<file path="src/rtl/bin2bcd_pkg.sv">
// Shared types, constants and the per-nibble add-3 correction for the
// sequential binary-to-BCD converter.
package bin2bcd_pkg;

    typedef enum logic [0:0] {IDLE = 1'b0, CONV = 1'b1} b2b_state_t;

    localparam int BCD_NIB = 4;

    localparam logic [0:0] ST_IDLE = 1'b0;
    localparam logic [0:0] ST_CONV = 1'b1;

    function automatic logic [3:0] add3_adj(input logic [3:0] n);
        logic [3:0] r;
        if (n >= 4'd5) begin
            r = n + 4'd3;
        end else begin
            r = n;
        end
        return r;
    endfunction

endpackage

</file>
<file path="src/rtl/bin2bcd_seq_dabble_step.sv">
// One double-dabble iteration: correct every BCD nibble that would overflow
// when doubled, then shift the whole working register left by one bit.
module bcd_dabble_step
    import bin2bcd_pkg::*;
#(
    parameter int BIN_W  = 16,
    parameter int DIGITS = 5
) (
    input  logic [DIGITS*BCD_NIB+BIN_W-1:0] sh_i,
    output logic [DIGITS*BCD_NIB+BIN_W-1:0] sh_o
);

    localparam int SH_W = DIGITS*BCD_NIB + BIN_W;

    logic [SH_W-1:0] adj_s;

    // Add-3 correction on the BCD field only; the binary field passes through.
    always_comb begin
        adj_s = sh_i;
        for (int d = 0; d < DIGITS; d++) begin
            adj_s[BIN_W + d*BCD_NIB +: BCD_NIB] = add3_adj(sh_i[BIN_W + d*BCD_NIB +: BCD_NIB]);
        end
    end

    // The dropped MSB is always zero because the digit count covers the input range.
    always_comb begin
        sh_o = adj_s << 1;
    end

endmodule

</file>
<file path="src/rtl/bin2bcd_seq.sv">
// Sequential binary-to-BCD converter (double dabble, one bit per clock) with a
// start/busy/done handshake and a held output register.
module bin2bcd_seq
    import bin2bcd_pkg::*;
#(
    parameter int BIN_W  = 16,
    parameter int DIGITS = 5
) (
    input  logic                        clk,
    input  logic                        resetn,
    input  logic                        start,
    input  logic [BIN_W-1:0]            bin,
    output logic                        busy,
    output logic                        done,
    output logic [DIGITS*BCD_NIB-1:0]   bcd
);

    localparam int BCD_W = DIGITS*BCD_NIB;
    localparam int SH_W  = BCD_W + BIN_W;
    localparam int CNT_W = $clog2(BIN_W + 1);

    if (!(10**DIGITS > 2**BIN_W - 1)) begin : g_digits_chk
        $error("bin2bcd_seq: DIGITS too small to represent 2**BIN_W-1");
    end

    logic [0:0]       state_q, state_d;
    logic [SH_W-1:0]  sh_q,    sh_d;
    logic [CNT_W-1:0] cnt_q,   cnt_d;
    logic             busy_q,  busy_d;
    logic             done_q,  done_d;
    logic [BCD_W-1:0] bcd_q,   bcd_d;
    logic [SH_W-1:0]  step_s;

    bcd_dabble_step #(
        .BIN_W  (BIN_W),
        .DIGITS (DIGITS)
    ) u_step (
        .sh_i (sh_q),
        .sh_o (step_s)
    );

    // Next-state logic: accept in IDLE, iterate in CONV, publish on the last bit.
    always_comb begin
        state_d = state_q;
        sh_d    = sh_q;
        cnt_d   = cnt_q;
        busy_d  = busy_q;
        done_d  = 1'b0;
        bcd_d   = bcd_q;
        case (state_q)
            ST_IDLE: begin
                if (start) begin
                    sh_d    = {{BCD_W{1'b0}}, bin};
                    cnt_d   = CNT_W'(BIN_W);
                    busy_d  = 1'b1;
                    state_d = ST_CONV;
                end else begin
                    busy_d  = 1'b0;
                    state_d = ST_IDLE;
                end
            end
            ST_CONV: begin
                sh_d  = step_s;
                cnt_d = cnt_q - CNT_W'(1);
                if (cnt_q == CNT_W'(1)) begin
                    bcd_d   = step_s[SH_W-1 -: BCD_W];
                    done_d  = 1'b1;
                    busy_d  = 1'b0;
                    state_d = ST_IDLE;
                end else begin
                    busy_d  = 1'b1;
                    state_d = ST_CONV;
                end
            end
            default: begin
                busy_d  = 1'b0;
                state_d = ST_IDLE;
            end
        endcase
    end

    // State and output registers; reset aborts any conversion in flight.
    always_ff @(posedge clk or negedge resetn) begin
        if (!resetn) begin
            state_q <= ST_IDLE;
            sh_q    <= {SH_W{1'b0}};
            cnt_q   <= {CNT_W{1'b0}};
            busy_q  <= 1'b0;
            done_q  <= 1'b0;
            bcd_q   <= {BCD_W{1'b0}};
        end else begin
            state_q <= state_d;
            sh_q    <= sh_d;
            cnt_q   <= cnt_d;
            busy_q  <= busy_d;
            done_q  <= done_d;
            bcd_q   <= bcd_d;
        end
    end

    assign busy = busy_q;
    assign done = done_q;
    assign bcd  = bcd_q;

endmodule

</file>
<file path="config.mk">
export PLATFORM = sky130hd
export DESIGN_NAME = bin2bcd_seq
export DESIGN_NICKNAME = d
export VERILOG_FILES = /design/src/rtl/bin2bcd_pkg.sv /design/src/rtl/bin2bcd_seq_dabble_step.sv /design/src/rtl/bin2bcd_seq.sv
export SDC_FILE = /design/constraint.sdc
export NUM_CORES = 1
export LEC_CHECK = 0
export ABC_CLOCK_PERIOD_IN_PS = 1800
export CAP_MARGIN = 20
export CORE_MARGIN = 2
export CORE_UTILIZATION = 42
export CTS_CLUSTER_DIAMETER = 120
export DETAILED_ROUTE_END_ITERATION = 8
export GPL_TIMING_DRIVEN = 1
export PLACE_DENSITY = 0.69
export SLEW_MARGIN = 20
export SYNTH_ARGS = -nofsm -noshare
export SYNTH_HDL_FRONTEND = slang
export SYNTH_SLANG_ARGS = --single-unit
export TNS_END_PERCENT = 10
</file>
<file path="constraint.sdc">
create_clock -name clk -period 1.8 [get_ports clk]
set_input_delay 0.36 -clock clk [delete_from_list [all_inputs] [get_ports clk]]
set_output_delay 0.36 -clock clk [all_outputs]
set_load 0.01 [all_outputs]
</file>
After elaboration in Yosys (flattened, before gate mapping)
Index checks and enable logic that the tools add are counted.
{"block": "totals", "out_inout_bits": 22, "input_bits": 19, "register_bits": 63}
{"block": "op_classes", "reduce_logical": 1, "n_mux": 14, "bitwise": 1, "n_eq_ne": 2, "add_sub_neg": 6, "magnitude_cmp": 5}
{"op": "$pmux W36 S2", "count": 1}
{"op": "$mux W36", "count": 1}
{"op": "$ge A4 B3 Y1 const B", "count": 5}
{"op": "$add A4 B2 Y4 const B", "count": 4}
{"op": "$mux W4", "count": 4}
{"op": "$pmux W5 S2", "count": 1}
{"op": "$eq A5 B1 Y1 const B", "count": 1}
{"op": "$mux W5", "count": 1}
{"op": "$sub A5 B1 Y5 const B", "count": 1}
{"op": "$mux W1", "count": 4}
{"op": "$add A3 B2 Y3 const B", "count": 1}
{"op": "$mux W3", "count": 1}
{"op": "$ne A2 B2 Y1 const B", "count": 1}
{"op": "$pmux W1 S2", "count": 1}
{"op": "$reduce_and A2 Y1", "count": 1}
{"op": "$not A1 Y1", "count": 1}

Depth between registers and ports, before layout
{"block": "logic_depth", "word_depth": 3, "mapped_depth": 6, "ltp_nobuf": 6}

Cells and area by module
A second synthesis with hierarchy kept.
{"block": "unflattened", "cells_unflattened": 281, "area_unflattened_um2": 3139.3}
{"module": "bin2bcd_seq", "area_each_um2": 2521.2, "seq_area_each_um2": 1576.5, "instances": 1, "cells_per_inst": 187}
{"module": "bcd_dabble_step", "area_each_um2": 618.1, "seq_area_each_um2": 0.0, "instances": 1, "cells_per_inst": 94}

Least setup slack after synthesis
No wires, ideal clock.
{"block": "synth_path", "path_type": "register to register", "from": "register sh_q[28]", "to": "register bcd_q[14], in the netlist bcd[14]", "slack_ns": 0.374, "required_ns": 1.675, "n_path_buf": 0, "path_stages_with_launch": 7, "synth_period_minus_slack_ns": 1.426, "t_arrival_ns": 1.301, "path_cell_list": "dfrtp_1 > inv_1 > ha_1 > nand2b_2 > a21oi_4 > mux2i_1 > mux2_4"}
{"block": "synth_via", "elab_chain_cells": 2}
{"item": "start: declaration", "line_no": "bin2bcd_seq.sv:27", "rtl": "logic [SH_W-1:0] sh_q, sh_d;"}
{"item": "start signal: assignment", "line_no": "bin2bcd_seq.sv:86", "rtl": "sh_q <= {SH_W{1'b0}};"}
{"item": "$add A4 B2 Y4 or $ge A4 B3 Y1 (tied branches)", "line_no": "bin2bcd_pkg.sv:15, bin2bcd_pkg.sv:14"}
{"item": "$mux W4 *", "line_no": "bin2bcd_pkg.sv:14", "rtl": "if (n >= 4'd5) begin"}
{"item": "end signal: assignment", "line_no": "bin2bcd_seq.sv:90", "rtl": "bcd_q <= {BCD_W{1'b0}};"}
{"item": "end: declaration", "line_no": "bin2bcd_seq.sv:31", "rtl": "logic [BCD_W-1:0] bcd_q, bcd_d;"}
Mark *: on every way between the ends. The rest lies on a longest branch, timed or not.
A chain may end at the register's enable or synchronous reset.

Worst setup path in the final report
{"block": "layout_path", "from": "register bcd_q[6], in the netlist bcd[6]", "to": "output bcd[6]"}
{"item": "end: declaration", "line_no": "bin2bcd_seq.sv:15", "rtl": "output logic [DIGITS*BCD_NIB-1:0] bcd"}
No word-level cell between the ends.

==> metrics <==
starting DRC count in detailed routing=97; global-route met1 utilization=20.15%; average wire per standard cell=13.45 um; number of instances in the synthesized netlist=290; post-cts gate resize count=0; data required time of the critical path=1.44 ns; Worst slew margin=73.45%; most frequent cell after synthesis=sky130_fd_sc_hd__dfrtp_1; clock sink count=63; final weighted congestion in routability-driven placement=0.7479; crit path launch=bcd[6]; vias per std cell=4.955; detailed-routing iteration count for the pre-antenna-repair pass=4; sum of routed wire length over all layers=5.944 mm; share of the cycle needed by the critical path after routing=90.35%; transition time of the tightest slew-check pin=0.3983 ns; stage delay of the slowest cell on the critical path=0.55 ns; layout-stage area growth over the synthesis result=24.08%; unrepaired setup endpoints after global routing=false; number of global-route vias before repair=2,141; class of the tightest hold or removal check=register to register; Final min period=1.626 ns; CTS Buf Count=9; Cell Area, Synth=3164 um2; GRT Util Overall=15.85%; P per Cell Area=1748 nW/um2; fraction of layout instances using a drive strength above 1=13.99%; path length in cells of the critical path=1; library cell contributing the largest single delay on the critical path=sky130_fd_sc_hd__clkdlybuf4s50_1; IR drop worst, VDD=0.0006318 V; P_leak=0.001825 uW; aggregate global routing overflow=0; area enclosed by the die boundary=8245 um2; routing usage on met2=25.12%; x dimension of the die=90.80 um; Post-synth top flop=sky130_fd_sc_hd__dfrtp_1; area of the core=7292 um2; sequential share of the synthesized area=49.82%; busiest layer in global routing=met2; Async SR Flop Fraction=100.0%; Sum Neg Setup Slack=0 ns; Inserted Diodes=0; fraction of synthesized cell area taken by the top area cell type=49.82%; cell-by-cell listing of the critical path=clkdlybuf4s50_1; Syn Area/Cell=10.91 um2; final number of hold-violating endpoints=0; max-capacitance violation count=0; Worst Setup Slack post-DPL=0.2000 ns; Setup Viol. Count Final=0; count of cells along the worst hold path=2; WP buf/inv=1; FF+latch count, synth=63; reg-to-reg startpoint=sh_q[20]; DRC Markers=0; # fillers=666; HPWL reported at the end of detailed placement=3.996 mm; critical register-to-register path endpoint=bcd[6]; antenna violation net count after detailed routing=0; internal reg-to-reg setup slack=0.25 ns; area leader, netlist=sky130_fd_sc_hd__dfrtp_1; maximum fanout along the worst path=2; number of H-tree levels=3; Initial Utilization=43.39%; CTS Buffer Depth=2; critical path class=register to output pin; Clk Tree Root Cell=sky130_fd_sc_hd__clkbuf_8; clock skew=0.005461 ns; number of cell rows=31; Worst Reg-to-Reg Cells=6; global-route met3 utilization=5.008%; number of nets in the layout=369; Worst Setup End Kind=output pin; run status=finished, final reports clean; total vias in the final route=2,190; total of warnings raised by yosys=0; # IOs=41; clock tree from TritonCTS=yes; Slew Limit Fails=0; clock-pin slew on the worst setup and hold paths=0.07 ns; die height=90.80 um; worst-case setup margin in the final layout=0.1737 ns; nature of the critical path startpoint=register; worst-skew pair later-pin latency=0.34 ns; largest net degree at the start of global routing=49; cell class contributing the biggest share of worst-path delay=buffers and inverters; global-route wire length before repair=10.16 mm; buffers added on ports=40; Syn Nets=321; distinct cell type count after synthesis=31; Arrival @ worst endpoint=1.27 ns; Fmax achieved=614.9 MHz; antenna violations before repair=0; commonest cells in the netlist=sky130_fd_sc_hd__dfrtp_1 (63), sky130_fd_sc_hd__nand2_1 (35), sky130_fd_sc_hd__o21ai_0 (35), sky130_fd_sc_hd__mux2i_1 (30), sky130_fd_sc_hd__nor3b_1 (18); endpoint of the most critical setup path=bcd[6]; count of flip-flops with a built-in enable after synthesis=0; cell types occupying the most area after synthesis=sky130_fd_sc_hd__dfrtp_1 (50%), sky130_fd_sc_hd__mux2i_1 (9.5%), sky130_fd_sc_hd__o21ai_0 (5.5%), sky130_fd_sc_hd__ha_1 (4.7%), sky130_fd_sc_hd__nor3b_1 (4.3%)
cell families after synthesis:
logic type | Yosys count | synth area share [%]
xor+xnor | 8 | 2.214
buf+inv | 27 | 4.231
compound gates | 61 | 11.82
fa+ha+maj | 12 | 4.745
simple gates | 81 | 14.24
flops | 63 | 49.82
mux | 38 | 12.93
per-stage QoR:
stage,cells,power [uW],util [%],area [um2],hold slack (ns)
5_1_grt,442,7408,53.84,3926,0.5068
2_1_floorplan,290,4566,-,3164,0.06441
3_5_place_dp,424,5472,50.53,3685,0.3153
6_report,442,6863,53.84,3926,0.4748
3_3_place_gp,424,5371,50.53,3685,0.3083
4_1_cts,441,6920,53.74,3919,0.4857
placed cells by master, fill, tap and decap left out, types with 4 or more instances in the layout:
cell / instances
sky130_fd_sc_hd__nand2b_1: 13
sky130_fd_sc_hd__inv_1: 12
sky130_fd_sc_hd__a21oi_1: 10
sky130_fd_sc_hd__o21ai_0: 35
sky130_fd_sc_hd__clkdlybuf4s50_1: 39
sky130_fd_sc_hd__nor3b_1: 18
sky130_fd_sc_hd__xnor2_1: 5
sky130_fd_sc_hd__nand3_1: 4
sky130_fd_sc_hd__dfrtp_1: 62
sky130_fd_sc_hd__ha_1: 12
sky130_fd_sc_hd__nand2_1: 35
sky130_fd_sc_hd__mux2i_1: 30
sky130_fd_sc_hd__mux2_4: 5
sky130_fd_sc_hd__buf_4: 9
sky130_fd_sc_hd__clkbuf_8: 11
per-layer routing:
metal	wire length, um	up-vias	part of all wire, %
li1	-	1090	-
met1	2850	1057	48
met5	0	-	0
met3	226	8	3.8
met2	2784	35	47
met4	83	0	1.4
timing repair:
| item | in CTS | in global routing |
|---|---|---|
| hold buffers | 1 | 0 |
| hold endpoints to repair | 15 | 0 |
| setup buffers | 0 | 1 |
| endpoints found under the setup margin | 0 | 1 |
report_power, final:
| part | switching [uW] | total [uW] | leakage (uW) | internal [uW] |
|---|---|---|---|---|
| clock network | 546 | 1400 | 0.000114 | 855 |
| registers | 488 | 2510 | 0.000802 | 2030 |
| logic | 1400 | 2950 | 0.000909 | 1550 |
| total | 2440 | 6860 | 0.00183 | 4430 |
area by class of cell:
cell class	instances	area, um2	area share (%)
clock buffer	13	158.9	4.047
clock inverter	3	65.06	1.657
sequential	63	1578	40.18
inverter	13	53.80	1.370
multi-input combinational	200	1454	37.03
tap	99	123.9	3.155
timing repair buffer	51	493.0	12.56
worst min path at each step:
stage,from,to
global route,bcd[1],bcd[1]
global placement,resetn,sh_q[3]
CTS,resetn,sh_q[4]
floorplan,resetn,bcd[0]
finish,bcd[11],bcd[11]
detailed placement,resetn,sh_q[3]
sequential cells by signal (all words and copies together), names as in the netlist:
register,count
sh_q,36
done,1
cnt_q,5
busy,1
bcd,20
No activity file was read; power rests on OpenSTA's default activity.
